[src/rtl/fd_circle_fetch_sequencer_if.sv]
// Frame-memory fetch and evaluator handshake bundle for the FAST-9 fetch sequencer.
// Optional isCorner input is present when FD_CORNER_COUNT_EN is defined.
interface fd_circle_fetch_sequencer_if #(
    parameter int unsigned ADDR_W = 15
);
    logic              mem_req;
    logic [ADDR_W-1:0] mem_addr;
    logic              mem_ack;
    logic [4:0]        reg_addr;
    logic              reg_we;
    logic              eval_start;
    logic              eval_done;
`ifdef FD_CORNER_COUNT_EN
    logic              is_corner;
`endif

    modport master (
        output mem_req, mem_addr, reg_addr, reg_we, eval_start,
        input  mem_ack, eval_done
`ifdef FD_CORNER_COUNT_EN
        , input is_corner
`endif
    );

    modport slave (
        input  mem_req, mem_addr, reg_addr, reg_we, eval_start,
        output mem_ack, eval_done
`ifdef FD_CORNER_COUNT_EN
        , output is_corner
`endif
    );
endinterface

[src/rtl/fd_circle_fetch_sequencer.sv]
// FAST-9 frame scheduler: raster-scans centres, fetches centre + 16 circle pixels, runs evaluator.
// Define FD_CORNER_COUNT_EN to add the saturating corner counter (isCorner / cornerCount).
module fd_circle_fetch_sequencer #(
    parameter int unsigned COLUMNS = 180,
    parameter int unsigned ROWS    = 120,
    parameter int unsigned BORDER  = 3,
    parameter int unsigned ADDR_W  = 15
) (
    input  logic                        clk_i,
    input  logic                        rst_ni,
    input  logic                        start_i,
    fd_circle_fetch_sequencer_if.master bus_io,
    output logic [ADDR_W-1:0]           pix_addr_o,
    output logic                        busy_o,
    output logic                        frame_done_o
`ifdef FD_CORNER_COUNT_EN
    ,
    output logic [ADDR_W-1:0]           corner_count_o
`endif
);

    localparam int unsigned ColW = $clog2(COLUMNS);
    localparam int unsigned RowW = $clog2(ROWS);
    localparam logic [ADDR_W-1:0] FirstPix = ADDR_W'(BORDER * COLUMNS + BORDER);
    localparam logic [ADDR_W-1:0] RowStep  = ADDR_W'(2 * BORDER + 1);
    localparam logic [ColW-1:0]   ColFirst = ColW'(BORDER);
    localparam logic [ColW-1:0]   ColLast  = ColW'(COLUMNS - 1 - BORDER);
    localparam logic [RowW-1:0]   RowFirst = RowW'(BORDER);
    localparam logic [RowW-1:0]   RowLast  = RowW'(ROWS - 1 - BORDER);

    typedef enum logic [2:0] {StIdle, StFetch, StEval, StNext, StDone} state_e;

    // Two's-complement address delta of a circle slot, relative to the centre pixel.
    function automatic logic [ADDR_W-1:0] circle_offset(input logic [4:0] idx);
        int dx;
        int dy;
        dx = 0;
        dy = 0;
        case (idx)
            5'd1:    begin dx =  0; dy = -3; end
            5'd2:    begin dx =  1; dy = -3; end
            5'd3:    begin dx =  2; dy = -2; end
            5'd4:    begin dx =  3; dy = -1; end
            5'd5:    begin dx =  3; dy =  0; end
            5'd6:    begin dx =  3; dy =  1; end
            5'd7:    begin dx =  2; dy =  2; end
            5'd8:    begin dx =  1; dy =  3; end
            5'd9:    begin dx =  0; dy =  3; end
            5'd10:   begin dx = -1; dy =  3; end
            5'd11:   begin dx = -2; dy =  2; end
            5'd12:   begin dx = -3; dy =  1; end
            5'd13:   begin dx = -3; dy =  0; end
            5'd14:   begin dx = -3; dy = -1; end
            5'd15:   begin dx = -2; dy = -2; end
            5'd16:   begin dx = -1; dy = -3; end
            default: begin dx =  0; dy =  0; end
        endcase
        return ADDR_W'(dy * int'(COLUMNS) + dx);
    endfunction

    state_e            state_q, state_d;
    logic [4:0]        idx_q, idx_d;
    logic [RowW-1:0]   row_q, row_d;
    logic [ColW-1:0]   col_q, col_d;
    logic [ADDR_W-1:0] pix_addr_q, pix_addr_d;
    logic              mem_req_q, mem_req_d;
    logic [ADDR_W-1:0] mem_addr_q, mem_addr_d;
    logic [4:0]        reg_addr_q, reg_addr_d;
    logic              eval_start_q, eval_start_d;
    logic              busy_q, busy_d;
    logic              frame_done_q, frame_done_d;
    logic              fetch_we;
    logic              eval_accept;

    assign fetch_we    = mem_req_q & bus_io.mem_ack;
    // eval_start_q marks the first EVAL cycle, during which evalDone is not yet sampled.
    assign eval_accept = (state_q == StEval) && !eval_start_q && bus_io.eval_done;

    always_comb begin
        state_d      = state_q;
        idx_d        = idx_q;
        row_d        = row_q;
        col_d        = col_q;
        pix_addr_d   = pix_addr_q;
        busy_d       = busy_q;
        eval_start_d = 1'b0;
        frame_done_d = 1'b0;

        unique case (state_q)
            StIdle: begin
                if (start_i) begin
                    state_d    = StFetch;
                    idx_d      = '0;
                    row_d      = RowFirst;
                    col_d      = ColFirst;
                    pix_addr_d = FirstPix;
                    busy_d     = 1'b1;
                end
            end
            StFetch: begin
                if (fetch_we) begin
                    if (idx_q == 5'd16) begin
                        state_d      = StEval;
                        eval_start_d = 1'b1;
                    end else begin
                        idx_d = idx_q + 5'd1;
                    end
                end
            end
            StEval: begin
                if (eval_accept) state_d = StNext;
            end
            StNext: begin
                idx_d = '0;
                if (col_q < ColLast) begin
                    state_d    = StFetch;
                    col_d      = col_q + ColW'(1);
                    pix_addr_d = pix_addr_q + ADDR_W'(1);
                end else if (row_q < RowLast) begin
                    state_d    = StFetch;
                    col_d      = ColFirst;
                    row_d      = row_q + RowW'(1);
                    pix_addr_d = pix_addr_q + RowStep;
                end else begin
                    state_d      = StDone;
                    frame_done_d = 1'b1;
                end
            end
            StDone: begin
                state_d    = StIdle;
                busy_d     = 1'b0;
                pix_addr_d = FirstPix;
            end
            default: state_d = StIdle;
        endcase

        // Request outputs are registered from the next state so they align with FETCH cycles.
        mem_req_d  = (state_d == StFetch);
        mem_addr_d = mem_req_d ? (pix_addr_d + circle_offset(idx_d)) : '0;
        reg_addr_d = mem_req_d ? idx_d : '0;
    end

    always_ff @(posedge clk_i or negedge rst_ni) begin
        if (!rst_ni) begin
            state_q      <= StIdle;
            idx_q        <= '0;
            row_q        <= RowFirst;
            col_q        <= ColFirst;
            pix_addr_q   <= FirstPix;
            mem_req_q    <= 1'b0;
            mem_addr_q   <= '0;
            reg_addr_q   <= '0;
            eval_start_q <= 1'b0;
            busy_q       <= 1'b0;
            frame_done_q <= 1'b0;
        end else begin
            state_q      <= state_d;
            idx_q        <= idx_d;
            row_q        <= row_d;
            col_q        <= col_d;
            pix_addr_q   <= pix_addr_d;
            mem_req_q    <= mem_req_d;
            mem_addr_q   <= mem_addr_d;
            reg_addr_q   <= reg_addr_d;
            eval_start_q <= eval_start_d;
            busy_q       <= busy_d;
            frame_done_q <= frame_done_d;
        end
    end

`ifdef FD_CORNER_COUNT_EN
    logic [ADDR_W-1:0] count_q, count_d;

    always_comb begin
        count_d = count_q;
        if (state_q == StIdle && start_i) begin
            count_d = '0;
        end else if (eval_accept && bus_io.is_corner && (count_q != '1)) begin
            count_d = count_q + ADDR_W'(1);
        end
    end

    always_ff @(posedge clk_i or negedge rst_ni) begin
        if (!rst_ni) count_q <= '0;
        else         count_q <= count_d;
    end

    assign corner_count_o = count_q;
`endif

    assign bus_io.mem_req    = mem_req_q;
    assign bus_io.mem_addr   = mem_addr_q;
    assign bus_io.reg_addr   = reg_addr_q;
    assign bus_io.reg_we     = fetch_we;
    assign bus_io.eval_start = eval_start_q;
    assign pix_addr_o        = pix_addr_q;
    assign busy_o            = busy_q;
    assign frame_done_o      = frame_done_q;

endmodule

[src/flat_wrapper.sv]
// flat-port wrapper written by rule: the top's interface ports become plain ports
module fd_circle_fetch_sequencer_flat 
#(
    parameter int unsigned COLUMNS = 180,
    parameter int unsigned ROWS    = 120,
    parameter int unsigned BORDER  = 3,
    parameter int unsigned ADDR_W  = 15
)
  (clk_i, rst_ni, start_i, pix_addr_o, busy_o, frame_done_o, bus_io_mem_req, bus_io_mem_addr, bus_io_reg_addr, bus_io_reg_we, bus_io_eval_start, bus_io_mem_ack, bus_io_eval_done);
  fd_circle_fetch_sequencer_if #(.ADDR_W(ADDR_W)) bus_io_i ();
  input  logic clk_i;
  input  logic rst_ni;
  input  logic start_i;
  output logic [ADDR_W-1:0] pix_addr_o;
  output logic busy_o;
  output logic frame_done_o;
  output wire logic [$bits(bus_io_i.mem_req)-1:0] bus_io_mem_req;
  output wire logic [$bits(bus_io_i.mem_addr)-1:0] bus_io_mem_addr;
  output wire logic [$bits(bus_io_i.reg_addr)-1:0] bus_io_reg_addr;
  output wire logic [$bits(bus_io_i.reg_we)-1:0] bus_io_reg_we;
  output wire logic [$bits(bus_io_i.eval_start)-1:0] bus_io_eval_start;
  input wire logic [$bits(bus_io_i.mem_ack)-1:0] bus_io_mem_ack;
  input wire logic [$bits(bus_io_i.eval_done)-1:0] bus_io_eval_done;
  assign bus_io_mem_req = bus_io_i.mem_req;
  assign bus_io_mem_addr = bus_io_i.mem_addr;
  assign bus_io_reg_addr = bus_io_i.reg_addr;
  assign bus_io_reg_we = bus_io_i.reg_we;
  assign bus_io_eval_start = bus_io_i.eval_start;
  assign bus_io_i.mem_ack = bus_io_mem_ack;
  assign bus_io_i.eval_done = bus_io_eval_done;
  fd_circle_fetch_sequencer #(.COLUMNS(COLUMNS), .ROWS(ROWS), .BORDER(BORDER), .ADDR_W(ADDR_W)) u_core (.clk_i(clk_i), .rst_ni(rst_ni), .start_i(start_i), .bus_io(bus_io_i), .pix_addr_o(pix_addr_o), .busy_o(busy_o), .frame_done_o(frame_done_o));
endmodule
[config.mk]
export PLATFORM = sky130hd
export DESIGN_NAME = fd_circle_fetch_sequencer_flat
export DESIGN_NICKNAME = d
export VERILOG_FILES = /design/src/rtl/fd_circle_fetch_sequencer_if.sv /design/src/rtl/fd_circle_fetch_sequencer.sv /design/src/flat_wrapper.sv
export SDC_FILE = /design/constraint.sdc
export NUM_CORES = 1
export LEC_CHECK = 0
export CORE_MARGIN = 5
export CORE_UTILIZATION = 63
export DETAILED_ROUTE_END_ITERATION = 12
export PLACE_DENSITY = 0.87
export REMOVE_ABC_BUFFERS = 1
export SYNTH_ARGS = -nofsm -noshare
export SYNTH_HDL_FRONTEND = slang
export SYNTH_SLANG_ARGS = --single-unit
[constraint.sdc]
create_clock -name clk_i -period 11.4 [get_ports clk_i]
set_input_delay 1.71 -clock clk_i [delete_from_list [all_inputs] [get_ports clk_i]]
set_output_delay 1.71 -clock clk_i [all_outputs]
set_load 0.02 [all_outputs]
; Word level (Yosys, flattened, before mapping)
; Memories as Yosys holds them, arrays and structs flattened.
; Cells that the tools add are included.
[classes]
addsub = 7
muxes = 33
n_shift = 0
n_lt_le_gt_ge = 2
eq_ne = 10
n_div = 0
n_reduce_logical = 9
mul = 1
bitwise = 1
[op_table]
columns = cell, n
row1 = 15-bit two-way mux, 4
row2 = 15-bit case mux with 3 select lines, 1
row3 = "32-bit by 7-bit multiplier with 13-bit output, second input constant", 1
row4 = 15-bit adder, 2
row5 = 8-bit two-way mux, 3
row6 = 7-bit two-way mux, 3
row7 = 5-bit two-way mux, 4
row8 = 3-bit two-way mux, 6
row9 = 8-bit case mux with 2 select lines, 1
row10 = "15-bit by 1-bit adder with 15-bit output, second input constant", 1
row11 = "15-bit by 3-bit adder with 15-bit output, second input constant", 1
row12 = 5-bit case mux with 3 select lines, 1
row13 = 7-bit case mux with 2 select lines, 1
row14 = 3-bit case mux with 4 select lines, 1
row15 = "8-bit by 1-bit adder with 8-bit output, second input constant", 1
row16 = "8-bit less-than comparator, second input constant", 1
row17 = "7-bit by 1-bit adder with 7-bit output, second input constant", 1
row18 = "7-bit less-than comparator, second input constant", 1
row19 = 1-bit two-way mux, 7
row20 = "3-bit by 1-bit equality test with 1-bit output, second input constant", 2
row21 = "3-bit by 2-bit equality test with 1-bit output, second input constant", 2
row22 = "5-bit by 1-bit adder with 5-bit output, second input constant", 1
row23 = "5-bit equality test, second input constant", 1
row24 = "2-bit != test, second input constant", 2
row25 = 12 further kinds, 14
[word_totals]
elab_cells = 75
ff_bits = 62
mem_count = 1
output_inout_bits = 40
rom_bits = 2048
latchBits = 0
inputBits = 5
mem_bits_rw = 0
[mem_list]
columns = name, words, word_bits, rd, rd_clocked_by_memory_dff, wr, line
row1 = (name not given), 32, 64, 1, 0, 0, fd_circle_fetch_sequencer.sv:39  ; case (idx)

; Logic depth before layout (Yosys ltp)
; An unclocked memory read counts as a cell.
[depth]
word_depth = 9
mapped_depth = 33
depth_no_buf = 33

; Least setup slack after synthesis
; OpenSTA, ideal clock, no wires.
[synth_path]
path_kind = in2reg
startpoint = in bus_io_mem_ack
endpoint = reg u_core.mem_addr_q[14] (netlist: u_core.bus_io.mem_addr[14])
arrival_time_ps = 7319
slack_ps = 3944
setup_ps = 137
stages = 32
required_time_ps = 11263
path_buffers = 0
cell_sequence = nand2_1 -> inv_2 -> and2_1 -> o21ai_0 -> nand2_1 -> o31a_1 -> ha_1 -> nand2_1 -> o21ai_0 -> a221oi_2 -> inv_1 -> ha_1 -> inv_1 -> ha_1 -> ha_1 -> inv_1 -> fa_1 -> inv_1 -> a21o_1 -> a21oi_1 -> xor2_1 -> xnor2_1 -> fa_1 -> inv_1 -> ha_1 -> nand2_1 -> or3_1 -> o22a_1 -> a31oi_1 -> xnor2_1 -> xnor2_1 -> nor2_1
[synth_between]
elab_chain_len = 8
elab_cells_between_ends = 11
cone_classes = add/sub: 2 / mul: 1 / eq/ne: 1 / mux: 5 / bitwise: 1 / memory: 1
[synth_rtl]
columns = element, line
row1 = "start, declared", flat_wrapper.sv:22  ; input wire logic [$bits(bus_io_i.mem_ack)-1:0] bus_io_mem_ack;
row2 = 1-bit bitwise AND *, fd_circle_fetch_sequencer.sv:75  ; assign fetch_we = mem_req_q & bus_io.mem_ack;
row3 = net bus_io_reg_we, flat_wrapper.sv:20  ; output wire logic [$bits(bus_io_i.reg_we)-1:0] bus_io_reg_we;
row4 = 5-bit two-way mux, fd_circle_fetch_sequencer.sv:101  ; if (fetch_we) begin
row5 = 5-bit case mux with 3 select lines, fd_circle_fetch_sequencer.sv:89  ; unique case (state_q)
row6 = memory read 32 x 64 bit, --
row7 = 32-bit by 7-bit multiplier with 13-bit output, fd_circle_fetch_sequencer.sv:58  ; return ADDR_W'(dy * int'(COLUMNS) + dx);
row8 = 15-bit adder, fd_circle_fetch_sequencer.sv:58
row9 = 15-bit adder, fd_circle_fetch_sequencer.sv:139  ; mem_addr_d = mem_req_d ? (pix_addr_d + circle_offset(idx_d)) : '0;
row10 = 15-bit two-way mux *, fd_circle_fetch_sequencer.sv:139
row11 = net u_core.mem_addr_d[14], fd_circle_fetch_sequencer.sv:67  ; logic [ADDR_W-1:0] mem_addr_q, mem_addr_d;
row12 = "end signal, assigned", fd_circle_fetch_sequencer.sv:163  ; mem_addr_q <= mem_addr_d;
row13 = "end, declared", fd_circle_fetch_sequencer.sv:67
; The timed path passes the listed nets; every way through them passes the cells marked *.
; A chain may end at the register's enable or synchronous reset.

; Worst setup path in the final report
[layout_path]
startpoint = in start_i
endpoint = reg u_core.mem_addr_q[14] (netlist: u_core.bus_io.mem_addr[14])
[layout_between]
elab_chain_len = 7
elab_cells_between_ends = 12
cone_classes = add/sub: 2 / mul: 1 / eq/ne: 1 / mux: 7 / memory: 1
[layout_rtl]
columns = element, line
row1 = "start, declared", flat_wrapper.sv:13  ; input logic start_i;
row2 = 5-bit two-way mux *, fd_circle_fetch_sequencer.sv:91  ; if (start_i) begin
row3 = 5-bit case mux with 3 select lines *, fd_circle_fetch_sequencer.sv:89
row4 = net u_core.idx_d[1], fd_circle_fetch_sequencer.sv:62  ; logic [4:0] idx_q, idx_d;
row5 = memory read 32 x 64 bit *, --
row6 = 32-bit by 7-bit multiplier with 13-bit output, fd_circle_fetch_sequencer.sv:58
row7 = 15-bit adder *, fd_circle_fetch_sequencer.sv:58
row8 = 15-bit adder *, fd_circle_fetch_sequencer.sv:139
row9 = 15-bit two-way mux *, fd_circle_fetch_sequencer.sv:139
row10 = net u_core.mem_addr_d[14], fd_circle_fetch_sequencer.sv:67
; Marks and branches as above.

==> reports/metrics.cfg <==
[synth]
async_reset_ff_frac = 1.00
synth_cells = 497
synth_warnings = 0
synth_area_leaders = dfrtp_1, ha_1, fa_1
synth_top_cell_area_share = 0.288
yosys.area.top_type = dfrtp_1
synth_area_um2 = 4520
synth_edf_count = 0
synth-seq-cells = 62
avgSynthCellArea_um2 = 9.09
ys.flop_type = dfrtp_1
synth_seq_area_share = 0.346
synth_cell_types = 66

[clock_network]
cts_buffers = 9
cts_tree = built
clk_pin_slew_ps = 80
cts_sinks = 62
htreeDepth = 3
cts.repair.resized = 0
hold_buffers = 0
insertion_delay_ps = 350
clock_path_buffers = 2
root_buffer = clkbuf_8
cts_setup_buffers = 0

[min_path]
hp-class = flop to flop
hp-start = u_core.row_q[6]$_DFFE_PN0P_
hold_depth = 1
hold-path-endpoint = u_core.row_q[6]$_DFFE_PN0P_

[floorplanning]
ios = 45
die_h_um = 94.7
rows = 30
start_util = 0.658
core_um2 = 6870
die-area_um2 = 8970
die_x_um = 94.7

[setup_path]
worst_r2r_endpoint = u_core.bus_io.mem_addr[14]$_DFF_PN0_
arrival_ps = 8340
rr_worst_depth = 30
worstPathMaxFanout = 8
crit_type = input port to flop
cp_slowest_cell = clkdlybuf4s50_1
r2r_setup_slack_ps = 4410
reg2reg_from = u_core.state_q[2]$_DFF_PN0_
worstSetupStartpointType = input port
critical-path-max-stage-delay_ps = 580
critPathCaptureType = flop
required_ps = 11640

[finish]
final_cell_mix = nor2_1, inv_1, dfrtp_1
finish.utilization = 0.767
areaGrowthSynthToFinish_pct = 16.5
drive_gt1_frac = 0.0873
diodes = 0
fin_nets = 603
final_common_cell = nor2_1

[route]
drt_iter0_drc = 210
vias = 3789
wl_per_cell_um = 16.1
viasPerCell = 5.87
drt_pass1_iterations = 5
antenna_left = 0
drc = 0
wirelength_um = 10400

[sta]
slew_viol_final = 0
skew_ps = 11.4
fmax_ghz = 0.123
fin_setup_tns_ps = 0
worstMarginPinSlew_ps = 1180
hold_viol_final = 0
period_share = 0.710
period_minus_slack_ps = 8100
rsz0062_at_grt = no
slew-limit-headroom = 0.209
setup_violations = 0

[placement]
finalWeightedCongestion = 0.916
hpwl_um = 7760
port-buffer-count = 44

[global_routing]
grt_max_degree = 63
grt_pass1_wl_um = 17300
antenna_found_initial = 0
track_usage = 0.248
grt_pass1_vias = 3656
gr-total-overflow = 0

[run_status]
outcome = complete, no violations

[flow_run]
max-cap-violations = 0

-- flip-flops by register name, indices dropped and copies added, names as in the netlist --
register	flops
u_core.bus_io.eval_start	1
u_core.bus_io.mem_addr	15
u_core.bus_io.mem_req	1
u_core.bus_io.reg_addr	5
u_core.busy_o	1
u_core.col_q	8
u_core.frame_done_o	1
u_core.idx_q	5
u_core.pix_addr_o	15
u_core.row_q	7
u_core.state_q	3
-- metrics by stage --
step / hold WS (ps) / setup WS [ps] / instances / instance area [µm²]
finish: 527 / 3300 / 646 / 5270
global route: 546 / 2890 / 646 / 5270
CTS: 525 / 3300 / 646 / 5270
detailed placement: 509 / 2940 / 630 / 5050
global placement: 492 / 3190 / 630 / 5050
floorplan: 477 / 3910 / 488 / 4480
-- per-layer routing --
metal | global-route usage | wire length, µm | vias up
met3 | 0.0494 | 512 | 19
met2 | 0.420 | 5280 | 129
met4 | 0.0805 | 164 | 0
met5 | 0 | 0 | -
li1 | - | - | 1815
met1 | 0.317 | 4430 | 1826
-- worst max path at each step --
stage	from	to	slack, ps	cells after the start
after floorplan	bus_io_mem_ack	u_core.bus_io.mem_addr[14]$_DFF_PN0_	3910	32
after global placement	start_i	u_core.bus_io.mem_addr[14]$_DFF_PN0_	3190	32
after detailed placement	start_i	u_core.bus_io.mem_addr[14]$_DFF_PN0_	2940	32
after CTS	start_i	u_core.bus_io.mem_addr[14]$_DFF_PN0_	3300	32
after global routing	start_i	u_core.bus_io.mem_addr[14]$_DFF_PN0_	2890	32
final	start_i	u_core.bus_io.mem_addr[14]$_DFF_PN0_	3300	32
-- critical path, delay by kind of cell --
kind	cells	cell delay, ps
simple gates	5	600
xor+xnor	4	580
fa+ha+maj	7	2490
compound gates	9	1880
buf+inv	7	1060
-- layout make-up --
type / count / area (µm²)
Clock buffer: 10 / 128
Clock inverter: 6 / 86.3
Fill cell: 490 / 1600
Inverter: 59 / 223
Multi-Input combinational cell: 367 / 2700
Sequential cell: 62 / 1560
Tap cell: 96 / 120
Timing Repair Buffer: 46 / 450
-- cell families after synthesis --
family / after synthesis / share of synthesized area
and+or+nand+nor: 158 / 0.169
AOI/OAI and AO/OA: 129 / 0.202
buffers and inverters: 68 / 0.0576
muxes: 2 / 0.00443
adders and majority gates: 53 / 0.172
xor gates and xnor gates: 25 / 0.0501
DFF: 62 / 0.346
-- synth_stat cells, types with 3 or more instances --
master    count
nor2_1       56
inv_1        54
dfrtp_1      52
nand2_1      42
ha_1         38
o21ai_0      27
a21oi_1      23
fa_1         15
xor2_1       13
nand3_1      11
nor3_1       11
xnor2_1      11
dfstp_2      10
o21a_1       10
a31oi_1       9
a21o_1        8
and2_1        7
clkbuf_1      6
o31ai_1       6
nor2b_1       5
o21ai_1       5
a211oi_1      4
and3_1        4
inv_2         4
nand4_1       4
nor4_1        4
o211ai_1      4
o22a_1        4
buf_2         3
o21bai_1      3
o22ai_1       3
Power is not shown: default switching activity piles up to over one toggle a cycle in this logic, so the estimate is an artifact.
